--- config.mk ---
export PLATFORM = sky130hd
export DESIGN_NAME = fifo_uart_drain_flat
export DESIGN_NICKNAME = d
export VERILOG_FILES = /design/src/rtl/fifo_uart_drain_if.sv /design/src/rtl/fifo_uart_drain.sv /design/src/flat_wrapper.sv
export SDC_FILE = /design/constraint.sdc
export NUM_CORES = 1
export LEC_CHECK = 0
export CAP_MARGIN = 15
export CORE_ASPECT_RATIO = 0.75
export CORE_UTILIZATION = 45
export CTS_CLUSTER_DIAMETER = 40
export DETAILED_ROUTE_END_ITERATION = 7
export PLACE_DENSITY = 0.76
export SYNTH_ARGS = -nofsm -noshare
export SYNTH_HDL_FRONTEND = slang
export SYNTH_SLANG_ARGS = --single-unit
--- constraint.sdc ---
create_clock -name clk -period 3.35 [get_ports clk]
set_clock_uncertainty 0.1 [all_clocks]
set_input_delay 0.5025 -clock clk [delete_from_list [all_inputs] [get_ports clk]]
set_output_delay 0.5025 -clock clk [all_outputs]
set_load 0.05 [all_outputs]
--- src/rtl/fifo_uart_drain_if.sv ---
// FIFO read-side handshake between the sample FIFO and the UART drain.
// master: the drain issues reads; slave: the FIFO supplies empty/q.
interface fifo_uart_drain_if;
    logic       rdreq;
    logic       empty;
    logic [7:0] q;

    modport master (output rdreq, input empty, input q);
    modport slave  (input rdreq, output empty, output q);
endinterface

--- src/rtl/fifo_uart_drain.sv ---
// Pops one byte at a time from the sample FIFO and sends it as 8N1 UART, LSB first.
// Counts transmitted bytes and pulses frame_done after each 0x0A.
//
// state   | meaning
// --------+--------------------------------------------------
// S_IDLE  | tx high, waiting for enable and a non-empty FIFO
// S_READ  | one-cycle rdreq pulse
// S_LATCH | FIFO data valid, captured into the shift register
// S_START | start bit (tx low) for BAUD_DIV cycles
// S_DATA  | eight data bits, BAUD_DIV cycles each
// S_STOP  | stop bit (tx high); byte counted on its last cycle
module fifo_uart_drain #(
    parameter int CLK_FREQ = 50_000_000,
    parameter int BAUD     = 115200,
    parameter int BAUD_DIV = CLK_FREQ / BAUD
) (
    input  logic                      clk,
    input  logic                      reset,
    input  logic                      enable,
    fifo_uart_drain_if.master         fifo,
    output logic                      tx,
    output logic                      busy,
    output logic [15:0]               byte_cnt,
    output logic                      frame_done
);

    typedef enum logic [2:0] {
        S_IDLE,
        S_READ,
        S_LATCH,
        S_START,
        S_DATA,
        S_STOP
    } state_t;

    localparam logic [15:0] DIV_LAST = 16'(BAUD_DIV - 1);

    state_t      state_q, state_d;
    logic [15:0] baud_cnt_q, baud_cnt_d;
    logic [2:0]  bit_idx_q, bit_idx_d;
    logic [7:0]  shift_q, shift_d;
    logic [7:0]  byte_q, byte_d;
    logic        tx_q, tx_d;
    logic        rdreq_q, rdreq_d;
    logic        busy_q, busy_d;
    logic [15:0] byte_cnt_q, byte_cnt_d;
    logic        frame_done_q, frame_done_d;
    logic        baud_last;

    always_comb begin
        state_d      = state_q;
        baud_cnt_d   = baud_cnt_q;
        bit_idx_d    = bit_idx_q;
        shift_d      = shift_q;
        byte_d       = byte_q;
        byte_cnt_d   = byte_cnt_q;
        frame_done_d = 1'b0;
        baud_last    = (baud_cnt_q == DIV_LAST);

        case (state_q)
            S_IDLE: begin
                if (enable && !fifo.empty) state_d = S_READ;
            end
            S_READ: state_d = S_LATCH;
            S_LATCH: begin
                shift_d    = fifo.q;
                byte_d     = fifo.q;
                baud_cnt_d = 16'd0;
                state_d    = S_START;
            end
            S_START: begin
                if (baud_last) begin
                    baud_cnt_d = 16'd0;
                    bit_idx_d  = 3'd0;
                    state_d    = S_DATA;
                end else begin
                    baud_cnt_d = baud_cnt_q + 16'd1;
                end
            end
            S_DATA: begin
                if (baud_last) begin
                    baud_cnt_d = 16'd0;
                    if (bit_idx_q == 3'd7) begin
                        state_d = S_STOP;
                    end else begin
                        bit_idx_d = bit_idx_q + 3'd1;
                        shift_d   = {1'b0, shift_q[7:1]};
                    end
                end else begin
                    baud_cnt_d = baud_cnt_q + 16'd1;
                end
            end
            S_STOP: begin
                if (baud_last) begin
                    baud_cnt_d   = 16'd0;
                    byte_cnt_d   = byte_cnt_q + 16'd1;
                    frame_done_d = (byte_q == 8'h0A);
                    state_d      = S_IDLE;
                end else begin
                    baud_cnt_d = baud_cnt_q + 16'd1;
                end
            end
            default: state_d = S_IDLE;
        endcase

        // Outputs are registered from the next state so they move on the entering edge.
        rdreq_d = (state_d == S_READ);
        busy_d  = (state_d != S_IDLE);
        case (state_d)
            S_START: tx_d = 1'b0;
            S_DATA:  tx_d = shift_d[0];
            default: tx_d = 1'b1;
        endcase
    end

    always_ff @(posedge clk) begin
        if (reset) begin
            state_q      <= S_IDLE;
            baud_cnt_q   <= 16'd0;
            bit_idx_q    <= 3'd0;
            shift_q      <= 8'd0;
            byte_q       <= 8'd0;
            tx_q         <= 1'b1;
            rdreq_q      <= 1'b0;
            busy_q       <= 1'b0;
            byte_cnt_q   <= 16'd0;
            frame_done_q <= 1'b0;
        end else begin
            state_q      <= state_d;
            baud_cnt_q   <= baud_cnt_d;
            bit_idx_q    <= bit_idx_d;
            shift_q      <= shift_d;
            byte_q       <= byte_d;
            tx_q         <= tx_d;
            rdreq_q      <= rdreq_d;
            busy_q       <= busy_d;
            byte_cnt_q   <= byte_cnt_d;
            frame_done_q <= frame_done_d;
        end
    end

    assign fifo.rdreq = rdreq_q;
    assign tx         = tx_q;
    assign busy       = busy_q;
    assign byte_cnt   = byte_cnt_q;
    assign frame_done = frame_done_q;

endmodule

--- src/flat_wrapper.sv ---
// flat-port wrapper written by rule: the top's interface ports become plain ports
module fifo_uart_drain_flat 
#(
    parameter int CLK_FREQ = 50_000_000,
    parameter int BAUD     = 115200,
    parameter int BAUD_DIV = CLK_FREQ / BAUD
)
  (clk, reset, enable, tx, busy, byte_cnt, frame_done, fifo_rdreq, fifo_empty, fifo_q);
  fifo_uart_drain_if fifo_i ();
  input  logic clk;
  input  logic reset;
  input  logic enable;
  output logic tx;
  output logic busy;
  output logic [15:0] byte_cnt;
  output logic frame_done;
  output wire logic [$bits(fifo_i.rdreq)-1:0] fifo_rdreq;
  input wire logic [$bits(fifo_i.empty)-1:0] fifo_empty;
  input wire logic [$bits(fifo_i.q)-1:0] fifo_q;
  assign fifo_rdreq = fifo_i.rdreq;
  assign fifo_i.empty = fifo_empty;
  assign fifo_i.q = fifo_q;
  fifo_uart_drain #(.CLK_FREQ(CLK_FREQ), .BAUD(BAUD), .BAUD_DIV(BAUD_DIV)) u_core (.clk(clk), .reset(reset), .enable(enable), .fifo(fifo_i), .tx(tx), .busy(busy), .byte_cnt(byte_cnt), .frame_done(frame_done));
endmodule
==> run metrics <==
first-pass GRT wire length ~8.7 mm; power share of the combinational group 8.8%; overall power between 0.001 and 0.0015 W; fmax 384.6 MHz; Sw Ratio roughly 25%; dominant synthesized flop cell dfxtp_1; routed vias/inst around 5.3; Ports 32; Syn Area/Cell roughly 8.3 um2; power share of the clock group approximately two fifths; hold_buf cts 0; Routed Wire Length approximately 5.3 mm; Core Area 5439 um2; top-count cell post-synth dfxtp_1; Die Area 6049 um2; Tcrit/Tclk final 77.62%; Finish-stage setup viols 0; Synth-to-Final Area Change 20.74%; number of cell rows 23; Power Dens Cells between 400 and 500 nW/um2; largest net degree at the start of global routing 45; Leak 1.058 nW; Layout fillers ~470; largest cells by area after synthesis dfxtp_1 (45%), nand2_1 (7.1%), a21oi_1 (5.6%); Post-Route Setup TNS 0 ns; CTS tree yes; clk_lat worst skew 0.33 ns; most instantiated cells after synthesis dfxtp_1 (58), nand2_1 (49), nor2_1 (36); count of final hold-check violations 0; Post-synth EDFFs 0; CP cell instances nor4bb_2, and4_1, mux2_4, a221oi_4, nor2_2, or3_1; outcome finished, final reports clean; Clock Root Buffer clkbuf_8; die width a little under 90 um; worst slew pin tran approximately 0.61 ns; gpl congestion a little under 0.9; CP required around 3.5 ns; initial core utilization between 40% and 50%; max cap viols 0; # port buffers 31; Syn Nets around 330; post-CTS setup buffers 0; worst IR drop on VDD 0.0002563 V; Max FO, Critical Path 9; share of cells above drive strength 1 under 10%; placed cell area between 2000 and 3000 um2; cts repair resizes 0; Post-Place Cells just over 400; Finished Layout Cells between 400 and 500; Netlist cell types 36; Clock Pin Slew Worst Setup and Hold Paths roughly 0.07 ns; H-tree levels 3; Slew Limit Fails 0; global route total overflow 0; GRT Resource Usage Total between 10% and 20%; initial antenna violation count 0; worst hold stages 2; delay-heaviest family, CP simple AND/OR/NAND/NOR gates; drt drc 0; RSZ-0062 raised after global routing no; R2R depth 6; Critical Path End Type flip-flop; CP Launch Type flip-flop; Clock Sink Count a little under 60; Fin Hold WS between 0.3 and 0.4 ns; WP depth 6; DRT Pass-1 Iters 4; register area share after synthesis between 40% and 50%; Buf/Inv on CP 0; Synth warnings 0; register share of total power a little over half; clk buf depth 2; Tmin final 2.600 ns; vias in the first global route just under 2000; ant diodes 0; asr flop ratio synth 0%; Setup Crit Path Kind flip-flop to flip-flop; detailed placement HPWL about 3.7 mm; cells after synthesis a little over 300; data arrival time of the critical path approximately 2.7 ns; slowest CP cell and4_1; Hold WC Path Type flip-flop to flip-flop; DRT iter0 DRCs between 100 and 150; top-area cell type share of the netlist area 44.96%; mapped cell area around 2600 um2; via total after detailed routing about 2200; P_sw ~0.00035 W; post-route design area between 3000 and 4000 um2; Num CTS Buffers 9; WL per Instance roughly 12 um; post-route ant nets 0; Yosys reg bits a little under 60; Worst slew margin 59.52%; largest area contributor in the netlist dfxtp_1; Internal 0.001044 W; chip height about 68 um; Layout Nets 360; slowest stage delay, CP 0.47 ns
## metal layers
metal	GRT usage, %	part of all wire [%]	vias up
met2	27.48	41	67
met1	25.60	52	1003
met5	0	0	-
met4	8.532	1.4	0
li1	-	-	1146
met3	7.946	6.0	11
## cells by family (layout without fill, tap and decap cells)
family | after synthesis | in the layout | synth area share, %
simple gates | 155 | 155 | 29.85
xor+xnor | 20 | 20 | 6.783
flops | 58 | 58 | 44.96
fa+ha+maj | 5 | 5 | 2.422
buf+inv | 16 | 54 | 2.713
compound gates | 55 | 55 | 12.69
mux | 1 | 1 | 0.5812
## worst reg2reg max path, cell delays in order (launching register included)
cell and delay (ns):
dfxtp_1 0.39, nor4bb_2 0.41, and4_1 0.47, mux2_4 0.35, a221oi_4 0.29, nor2_2 0.08, or3_1 0.38
## power groups by stage
stage	combinational [W]	sequential, W	clock (W)
after detailed placement	0.000122	0.000741	0
after floorplan	0.0000692	0.000751	0
after CTS	0.000123	0.000726	0.000558
after global routing	0.000134	0.000728	0.000594
final	0.000123	0.000726	0.000545
after global placement	0.000120	0.000741	0
## cell usage in the layout (no fill, tap or decap), types with 11 or more instances in the layout
master,count
a21oi_1,29
clkdlybuf4s50_1,31
dfxtp_1,58
nand2_1,49
nand3_1,12
nor2_1,36
o21ai_0,11
or3_1,11
xor2_1,14
## registers in the layout, indices dropped and copies added, names as in the netlist
signal and cells:
u_core.busy 1, u_core.bit_idx_q 3, u_core.byte_cnt 16, u_core.state_q 3
u_core.byte_q 8, u_core.fifo.rdreq 1, u_core.shift_q 8, u_core.frame_done 1
u_core.tx 1, u_core.baud_cnt_q 16
## layout make-up
type	instances	area, um2	share of cell area (%)
inverter	4	15.01	0.4815
tap	75	93.84	3.010
clock inverter	3	15.01	0.4815
timing repair buffer	34	332.8	10.67
multi-input combinational	236	1351	43.34
sequential	58	1161	37.24
clock buffer	13	148.9	4.775
## final timing paths
kind	start	endpoint	slack, ns
worst max-delay path	u_core.baud_cnt_q[4]$_SDFFE_PP0P_	u_core.busy$_SDFF_PP0_	0.75
worst min-delay path	u_core.byte_q[1]$_SDFFE_PP0N_	u_core.byte_q[1]$_SDFFE_PP0N_	0.36
worst max register to register	u_core.baud_cnt_q[4]$_SDFFE_PP0P_	u_core.busy$_SDFF_PP0_	0.75
worst min register to register	u_core.byte_q[1]$_SDFFE_PP0N_	u_core.byte_q[1]$_SDFFE_PP0N_	0.36
## per-stage QoR
step	worst slack, ns	utilization, %
after global routing	0.5936	57.33
after detailed placement	0.7838	54.31
after global placement	0.8613	54.31
after floorplan	1.052	-
final	0.7499	57.33
after CTS	0.7582	57.33
Power figures use the tool's default switching activity.
